[config.mk]
export PLATFORM = sky130hd
export DESIGN_NAME = mdu_iter_flat
export DESIGN_NICKNAME = d
export VERILOG_FILES = /design/src/rtl/mdu_iter_if.sv /design/src/rtl/mdu_iter.sv /design/src/flat_wrapper.sv
export SDC_FILE = /design/constraint.sdc
export NUM_CORES = 1
export LEC_CHECK = 0
export ABC_CLOCK_PERIOD_IN_PS = 4700
export CORE_MARGIN = 10
export CORE_UTILIZATION = 40
export DETAILED_ROUTE_END_ITERATION = 16
export GPL_TIMING_DRIVEN = 0
export SETUP_SLACK_MARGIN = 0.1
export SYNTH_ARGS = -nofsm -noshare
export SYNTH_HDL_FRONTEND = slang
export SYNTH_SLANG_ARGS = --single-unit
[constraint.sdc]
create_clock -name clk -period 4.7 [get_ports clk]
set_input_delay 0.705 -clock clk [delete_from_list [all_inputs] [get_ports clk]]
set_output_delay 0.705 -clock clk [all_outputs]
set_load 0.005 [all_outputs]
[src/rtl/mdu_iter_if.sv]
// Request/response bundle between the execute stage and the iterative MDU.
interface mdu_iter_if #(
  parameter int unsigned XLEN = 32
) ();
  logic            start;
  logic            flush;
  logic [2:0]      op;
  logic [XLEN-1:0] a;
  logic [XLEN-1:0] b;
  logic            busy;
  logic            done;
  logic [XLEN-1:0] result;

  modport master (
    output start, flush, op, a, b,
    input  busy, done, result
  );

  modport slave (
    input  start, flush, op, a, b,
    output busy, done, result
  );
endinterface

[src/rtl/mdu_iter.sv]
// Iterative RV32M multiply/divide unit. One shared shift/add datapath, fixed
// 33-cycle latency from the accepting edge to the done pulse for every op.
module mdu_iter #(
  parameter int unsigned XLEN = 32
) (
  input logic       clk,
  input logic       rst_n,
  mdu_iter_if.slave bus
);

  typedef enum logic [1:0] {StIdle, StCalc, StDone} state_e;

  state_e r_state, w_state_next;
  logic   w_accept;

  // Shared datapath: r_hi = product high half / partial remainder,
  // r_lo = multiplier / dividend shifting into quotient, r_opb = multiplicand / divisor.
  logic [XLEN-1:0] r_hi, r_lo, r_opb;
  logic [XLEN-1:0] r_a;
  logic [2:0]      r_op;
  logic [4:0]      r_cnt;
  logic            r_fin;    // all 32 iterations done, next CALC edge writes result
  logic            r_neg;    // product / quotient sign
  logic            r_rneg;   // remainder sign (follows dividend)
  logic            r_bzero;
  logic            r_ovf;
  logic [XLEN-1:0] r_result;

  logic            w_is_div, w_sa, w_sb;
  logic [XLEN-1:0] w_mag_a, w_mag_b;
  logic [XLEN:0]   w_mul_sum;
  logic [XLEN:0]   w_shift;
  logic            w_ge;
  logic [XLEN-1:0] w_sub;
  logic [2*XLEN-1:0] w_prod, w_prod_fix;
  logic [XLEN-1:0] w_quo, w_rem, w_res;

  assign bus.busy   = (r_state == StCalc);
  assign bus.done   = (r_state == StDone);
  assign bus.result = r_result;

  // State register
  always_ff @(posedge clk or negedge rst_n) begin
    if (!rst_n) r_state <= StIdle;
    else        r_state <= w_state_next;
  end

  // Next-state logic; flush overrides start and aborts CALC
  always_comb begin
    w_state_next = r_state;
    w_accept     = 1'b0;
    case (r_state)
      StIdle: begin
        if (!bus.flush && bus.start) begin
          w_accept     = 1'b1;
          w_state_next = StCalc;
        end
      end
      StCalc: begin
        if (bus.flush)  w_state_next = StIdle;
        else if (r_fin) w_state_next = StDone;
      end
      StDone: begin
        if (!bus.flush && bus.start) begin
          w_accept     = 1'b1;
          w_state_next = StCalc;
        end else begin
          w_state_next = StIdle;
        end
      end
      default: w_state_next = StIdle;
    endcase
  end

  // Operand sign handling at capture and one iteration of multiply/divide
  always_comb begin
    w_is_div = bus.op[2];
    w_sa     = bus.a[XLEN-1] & ((bus.op == 3'd1) | (bus.op == 3'd2) |
                                (bus.op == 3'd4) | (bus.op == 3'd6));
    w_sb     = bus.b[XLEN-1] & ((bus.op == 3'd1) | (bus.op == 3'd4) | (bus.op == 3'd6));
    w_mag_a  = w_sa ? -bus.a : bus.a;
    w_mag_b  = w_sb ? -bus.b : bus.b;

    w_mul_sum = {1'b0, r_hi} + (r_lo[0] ? {1'b0, r_opb} : {(XLEN+1){1'b0}});

    w_shift = {r_hi, r_lo[XLEN-1]};
    w_ge    = (w_shift >= {1'b0, r_opb});
    // True difference fits XLEN bits whenever w_ge holds
    w_sub   = w_shift[XLEN-1:0] - r_opb;
  end

  // Final result selection with sign fixes and RISC-V special cases
  always_comb begin
    w_prod     = {r_hi, r_lo};
    w_prod_fix = r_neg ? -w_prod : w_prod;
    w_quo      = r_neg ? -r_lo : r_lo;
    w_rem      = r_rneg ? -r_hi : r_hi;
    w_res      = '0;
    case (r_op)
      3'd0:                w_res = w_prod_fix[XLEN-1:0];
      3'd1, 3'd2, 3'd3:    w_res = w_prod_fix[2*XLEN-1:XLEN];
      3'd4, 3'd5: begin
        if (r_bzero)       w_res = '1;
        else if (r_ovf)    w_res = {1'b1, {(XLEN-1){1'b0}}};
        else               w_res = w_quo;
      end
      default: begin
        if (r_bzero)       w_res = r_a;
        else if (r_ovf)    w_res = '0;
        else               w_res = w_rem;
      end
    endcase
  end

  // Datapath registers: capture, iterate, then write result
  always_ff @(posedge clk or negedge rst_n) begin
    if (!rst_n) begin
      r_hi     <= '0;
      r_lo     <= '0;
      r_opb    <= '0;
      r_a      <= '0;
      r_op     <= '0;
      r_cnt    <= '0;
      r_fin    <= 1'b0;
      r_neg    <= 1'b0;
      r_rneg   <= 1'b0;
      r_bzero  <= 1'b0;
      r_ovf    <= 1'b0;
      r_result <= '0;
    end else if (w_accept) begin
      r_op    <= bus.op;
      r_a     <= bus.a;
      r_bzero <= (bus.b == '0);
      r_ovf   <= ((bus.op == 3'd4) | (bus.op == 3'd6)) &&
                 (bus.a == {1'b1, {(XLEN-1){1'b0}}}) && (bus.b == '1);
      r_neg   <= w_sa ^ w_sb;
      r_rneg  <= w_sa;
      r_hi    <= '0;
      r_lo    <= w_is_div ? w_mag_a : w_mag_b;
      r_opb   <= w_is_div ? w_mag_b : w_mag_a;
      r_cnt   <= '0;
      r_fin   <= 1'b0;
    end else if (r_state == StCalc && !bus.flush) begin
      if (!r_fin) begin
        if (r_op[2]) begin
          r_hi <= w_ge ? w_sub : w_shift[XLEN-1:0];
          r_lo <= {r_lo[XLEN-2:0], w_ge};
        end else begin
          r_hi <= w_mul_sum[XLEN:1];
          r_lo <= {w_mul_sum[0], r_lo[XLEN-1:1]};
        end
        if (r_cnt == 5'(XLEN - 1)) r_fin <= 1'b1;
        else                       r_cnt <= r_cnt + 5'd1;
      end else begin
        r_result <= w_res;
      end
    end
  end

endmodule

[src/flat_wrapper.sv]
// flat-port wrapper written by rule: the top's interface ports become plain ports
module mdu_iter_flat 
#(
  parameter int unsigned XLEN = 32
)
  (clk, rst_n, bus_start, bus_flush, bus_op, bus_a, bus_b, bus_busy, bus_done, bus_result);
  mdu_iter_if #(.XLEN(XLEN)) bus_i ();
  input logic clk;
  input logic rst_n;
  input wire logic [$bits(bus_i.start)-1:0] bus_start;
  input wire logic [$bits(bus_i.flush)-1:0] bus_flush;
  input wire logic [$bits(bus_i.op)-1:0] bus_op;
  input wire logic [$bits(bus_i.a)-1:0] bus_a;
  input wire logic [$bits(bus_i.b)-1:0] bus_b;
  output wire logic [$bits(bus_i.busy)-1:0] bus_busy;
  output wire logic [$bits(bus_i.done)-1:0] bus_done;
  output wire logic [$bits(bus_i.result)-1:0] bus_result;
  assign bus_i.start = bus_start;
  assign bus_i.flush = bus_flush;
  assign bus_i.op = bus_op;
  assign bus_i.a = bus_a;
  assign bus_i.b = bus_b;
  assign bus_busy = bus_i.busy;
  assign bus_done = bus_i.done;
  assign bus_result = bus_i.result;
  mdu_iter #(.XLEN(XLEN)) u_core (.clk(clk), .rst_n(rst_n), .bus(bus_i));
endmodule
* Word-level counts from Yosys, hierarchy flattened
Index checks and enable logic that the tools add are counted.
** Storage, ports and cells
- Memory bits (read-only) :: 0
- Memory bits (writable) :: 0
- Word-level logic and storage cells :: 103
- Memories :: 0
- Bits in registers :: 175
- Output and inout port bits :: 34
- Latch bits :: 0
** Cells by class
- Muxes and demuxes :: 37
- Add/sub/neg operators :: 8
- $mul :: 0
- Div/mod/pow operators :: 0
- Bitwise gates (word level) :: 10
- Shift-type cells :: 0
- Reductions and logical operators :: 16
- $lt $le $gt $ge :: 1
- Eq/ne operators :: 18
** Operators with widths (number)
- $mux W32 :: 20
- $neg A32 Y32 :: 4
- $pmux W32 S3 :: 1
- $eq A32 B32 Y1 const B :: 2
- $mux W64 :: 1
- $neg A64 Y64 :: 1
- $add A32 B33 Y33 :: 1
- $ge A33 B32 Y1 :: 1
- $logic_not A32 Y1 :: 1
- $sub A32 B32 Y32 :: 1
- $mux W5 :: 4
- $eq A3 B3 Y1 const B :: 4
- $eq A3 B2 Y1 const B :: 3
- $mux W1 :: 7
- $eq A3 B1 Y1 const B :: 2
- $mux W2 :: 3
- $ne A2 B1 Y1 const B :: 3
- $or A1 B1 Y1 :: 6
- $pmux W2 S3 :: 1
- $reduce_and A3 Y1 :: 2
- $add A5 B1 Y5 const B :: 1
- $eq A5 B5 Y1 const B :: 1
- $logic_and A1 B1 Y1 :: 4
- $reduce_and A2 Y1 :: 2
- 12 further kinds :: 14

* Longest topological paths before layout
- Depth in word-level cells :: 8
- Depth in mapped cells :: 14

* Worst setup path after synthesis
OpenSTA, ideal clock, no wires.
- Path type :: register to register
- Start point :: register u_core.r_lo[0]
- End point :: register u_core.r_hi[30]
- Stages on the path, launching flop included :: 14
- Setup slack :: 1.335 ns
- Arrival time :: 3.283 ns
- Library setup time :: 0.082 ns
- Path buffers :: 1
- Cells stage by stage :: dfrtp_1 > clkinv_1 > clkbuf_1 > nor2_1 > ha_1 > o21a_1 > a2111oi_0 > nor2_1 > a311o_1 > a2111oi_0 > o31ai_1 > xnor2_1 > a211o_1 > o22ai_1
** Between the ends
- Word-level cells in the longest chain between the ends :: 6
** RTL lines
- start, declared :: line mdu_iter.sv:18 : logic [XLEN-1:0] r_hi, r_lo, r_opb;
- start signal, assigned :: line mdu_iter.sv:139 : r_lo <= w_is_div ? w_mag_a : w_mag_b;
- start signal, assigned :: line mdu_iter.sv:147 : r_lo <= {r_lo[XLEN-2:0], w_ge};
- start signal, assigned :: line mdu_iter.sv:150 : r_lo <= {w_mul_sum[0], r_lo[XLEN-1:1]};
- $mux W32 :: line mdu_iter.sv:84 : w_mul_sum = {1'b0, r_hi} + (r_lo[0] ? {1'b0, r_opb} : {(XLEN+1){1'b0}});
- $add A32 B33 Y33 :: line mdu_iter.sv:84
- $mux W32 :: line mdu_iter.sv:145 : if (r_op[2]) begin
- $mux W32 :: line mdu_iter.sv:144 : if (!r_fin) begin
- $mux W32 :: line mdu_iter.sv:143 : end else if (r_state == StCalc && !bus.flush) begin
- $mux W32 :: line mdu_iter.sv:130 : end else if (w_accept) begin
- end signal, assigned :: line mdu_iter.sv:146 : r_hi <= w_ge ? w_sub : w_shift[XLEN-1:0];
- end signal, assigned :: line mdu_iter.sv:149 : r_hi <= w_mul_sum[XLEN:1];
- end, declared :: line mdu_iter.sv:18
No other way between the ends. The select of a mux whose other input is x is not followed.
A chain may end at the register's enable or synchronous reset.

* Worst setup path after layout
- Start point :: register u_core.r_lo[0]
- End point :: register u_core.r_hi[26]
Same word-level chain as after synthesis.

==> results_dict.tcl <==
set metrics [dict create \
    status "finished, final reports clean" \
    fin_crit_ns 4.251 \
    swShare_pct 51.75 \
    synth_area_um2 15940 \
    crit_fanout 10 \
    wl_met2_um 32500 \
    irDropWorstVdd_uv 282.0 \
    synth_area_leader_cell "dfrtp_1" \
    crit_path_end "u_core.r_hi[26]$_DFFE_PN0P_" \
    numPortBuffers 104 \
    wire_per_inst_um 27.12 \
    synth_warnings 0 \
    drt-pass1-iter-count 6 \
    design_area_um2 18310 \
    finClkSkew_ns 0.01854 \
    reg2reg_to "u_core.r_hi[26]$_DFFE_PN0P_" \
    p_sw_mw 5.219 \
    fin_nets 2351 \
    met1_length_um 32560 \
    final_cell_mix "nand2_1, o21ai_0, dfrtp_1, nor2_1, a21oi_1" \
    worstSetupEndpointType "flip-flop" \
    coreArea_um2 39550 \
    cpPeakStageDelay_ns 0.46 \
    max_slew_margin_pct 21.09 \
    synth_top_area_share_pct 27.47 \
    p_leak_nw 7.461 \
    intPower_mw 4.866 \
    worstSkewPairLatency_ns 0.47 \
    cp-startpoint "u_core.r_lo[0]$_DFFE_PN0P_" \
    worst-path-stages 13 \
    ant_nets 0 \
    ff2ff_path_depth 13 \
    start_util_pct 40.31 \
    maxUsedRoutingLayer "met4" \
    cp_data_required_time_ns 5.08 \
    synthCells 2083 \
    cts_root_buf "clkbuf_16" \
    pwr-share-seq_pct 24.0 \
    htree_levels 4 \
    rsz0062_at_grt "no" \
    cpMaxStageDelayCell "a311o_1" \
    grt_max_degree 116 \
    final_max_slew_viol_count 0 \
    hold_viol_final 0 \
    antenna_cells 0 \
    arrival_ns 4.63 \
    maxCapViolations 0 \
    clockPowerShare_pct 15.1 \
    fmax_ghz 0.2352 \
    share_comb_of_total_power_pct 60.8 \
    layout-drive-gt1-share_pct 3.919 \
    wl_um 74430 \
    tightest_slew_ns 1.181 \
    finalSetupViolations 0 \
    die-width_um 219.7 \
    synth_area_leaders "dfrtp_1, xnor2_1, nand2_1" \
    grt_pass1_vias 16190 \
    synth-seq-cells 175 \
    async_flop_share_pct 100.0 \
    numCtsBuffers 17 \
    r2r_start "u_core.r_lo[0]$_DFFE_PN0P_" \
    route.detailed.drc 0 \
    hold_class "in2async" \
    dp.cells 2713 \
    vias_per_cell 6.170 \
    dp_hpwl_um 59850 \
    crit_chain "clkinvlp_4, clkbuf_2, nor2_1, ha_1, o21a_1, a2111oi_1, nor2_1, a311o_1, a211o_1, a311oi_1, xnor2_1, o21ai_0, o21ai_0" \
    fin_hold_ws_ns 0.1836 \
    routabilityCongestion 1.009 \
    grt_pass1_wl_um 108300 \
    path_clk_slew_ns 0.07 \
    crit_path_start_kind "flip-flop" \
    synth_edf_count 0 \
    reg2reg_slack_ns 0.45 \
    antenna_found_initial 0 \
    vias 16940 \
    ctsHoldBuffers 0 \
    dieHeight_um 219.7 \
    ios 105 \
    dieArea_um2 48250 \
    critPathBufInv 2 \
    row_count 73 \
    dr_wl_met3_um 6748 \
    gr-total-overflow 0 \
    fin_cells 2745 \
    min_period_over_period_pct 90.45 \
    place_area_um2 17670 \
    ys_types 76 \
    syn_to_final_growth_pct 14.83 \
    synth_ff_type "dfrtp_1" \
    path_delay_family "compound AO/OA/AOI/OAI gates" \
    avgSynthCellArea_um2 7.654 \
    power.density_nw_per_um2 550.8 \
    final_common_cell "nand2_1" \
    synth_fp_nets 2227 \
    yosysSeqAreaShare_pct 27.47 \
    cts_sinks 175 \
    critPathKind "reg2reg" \
    tritoncts "built" \
    track_usage_pct 30.33 \
    ctsLongestPathBuffers 2 \
    drt_iter0_drc 1713 \
]
-- timing repair --
item                       in CTS  in global routing
setup buffers                   0                  0
setup endpoints to repair       2                 20
gates resized for setup         2                 10
-- how the worst min path moves through the flow --
| stage | start | end | slack (ns) | cells after the start |
|---|---|---|---|---|
| after global routing | rst_n | u_core.bus.result[25]$_DFFE_PN0P_ | 0.21 | 1 |
| after detailed placement | u_core.bus.result[12]$_DFFE_PN0P_ | u_core.bus.result[12]$_DFFE_PN0P_ | 0.47 | 2 |
| after floorplan | rst_n | u_core.bus.result[0]$_DFFE_PN0P_ | 0.41 | 0 |
| final | rst_n | u_core.bus.result[18]$_DFFE_PN0P_ | 0.18 | 1 |
| after CTS | rst_n | u_core.bus.result[18]$_DFFE_PN0P_ | 0.20 | 1 |
| after global placement | u_core.r_opb[5]$_DFFE_PN0P_ | u_core.r_opb[5]$_DFFE_PN0P_ | 0.46 | 2 |
-- final cells by class --
type | count | area, um^2
fill | 4123 | 21240
multi-input combinational | 1679 | 10700
sequential | 175 | 4379
timing repair buffer | 105 | 1074
tap | 525 | 656.9
buffer | 153 | 601.8
clock buffer | 19 | 452.9
inverter | 76 | 289.0
clock inverter | 13 | 151.4
-- state kept, by name, summed over array words and instances (netlist names) --
register	cells
u_core.r_state	2
u_core.r_bzero	1
u_core.r_neg	1
u_core.r_fin	1
u_core.r_rneg	1
u_core.r_opb	32
u_core.r_op	3
u_core.r_a	32
u_core.bus.result	32
u_core.r_cnt	5
u_core.r_lo	32
u_core.r_hi	32
u_core.r_ovf	1
-- through the flow --
stage	setup WS (ns)	setup TNS, ns	power [mW]	utilization [%]
2_1_floorplan	1.335	0	6.324	-
6_report	0.4491	0	10.08	46.29
5_1_grt	0.1877	0	10.67	46.29
3_3_place_gp	-4.807	-834.76	8.306	44.61
4_1_cts	0.1494	0	9.896	46.23
3_5_place_dp	-0.4045	-0.6388	8.338	44.69
-- logic make-up (layout without fill, tap and decap cells) --
group,count (synthesis),after routing,share of synthesized area (%)
DFF,175,175,27.47
adders and majority gates,73,73,5.823
and+or+nand+nor,671,671,19.21
buffers and inverters,229,366,5.525
AOI/OAI and AO/OA,672,672,27.03
xor gates and xnor gates,203,203,11.15
muxes,60,60,3.798
-- cells in the mapped netlist, types with 5 or more instances --
library cell and count:
a221oi_1 39, a211o_1 6, o221ai_1 9, o21ai_1 6, a211oi_1 20, o22ai_1 6
a22o_1 5, buf_2 11, xnor2_1 133, o21ai_0 197, and2_1 10, inv_1 75
mux2i_1 56, o41ai_1 14, a21o_1 28, nor2b_1 16, or2_2 8, o21bai_1 6
a311oi_1 8, nor4_1 9, and3_1 15, xor2_1 70, nor3_1 31, a31oi_1 15
nand3_1 35, or4_1 11, or3_1 20, ha_1 71, nand4_1 22, nor2_1 164
o31ai_1 38, nand2b_1 17, nand2_1 291, clkbuf_1 125, o211ai_1 67, o21a_1 11
buf_1 16, a21oi_1 160, dfrtp_1 175
-- power by group through the flow --
stage | sequential, mW | combinational (mW) | clock (mW)
2_1_floorplan | 2.13 | 4.19 | 0
3_3_place_gp | 2.41 | 5.90 | 0
3_5_place_dp | 2.42 | 5.92 | 0
4_1_cts | 2.39 | 5.96 | 1.55
5_1_grt | 2.44 | 6.64 | 1.60
6_report | 2.42 | 6.14 | 1.53
-- layer usage --
metal  GRT usage (%)  vias to the layer above
li1                -                     7736
met1           41.40                     8302
met2           46.15                      787
met3           6.732                      111
met4           10.96                        0
met5               0                        -
-- worst register-to-register path, delay by kind of cell (launching register included) --
kind / cells / cell delay (ns)
simple gates: 2 / 0.32
compound gates: 7 / 2.21
flops: 1 / 0.44
buf+inv: 2 / 0.71
fa+ha+maj: 1 / 0.29
xor+xnor: 1 / 0.19
No activity file was read; power rests on OpenSTA's default activity.
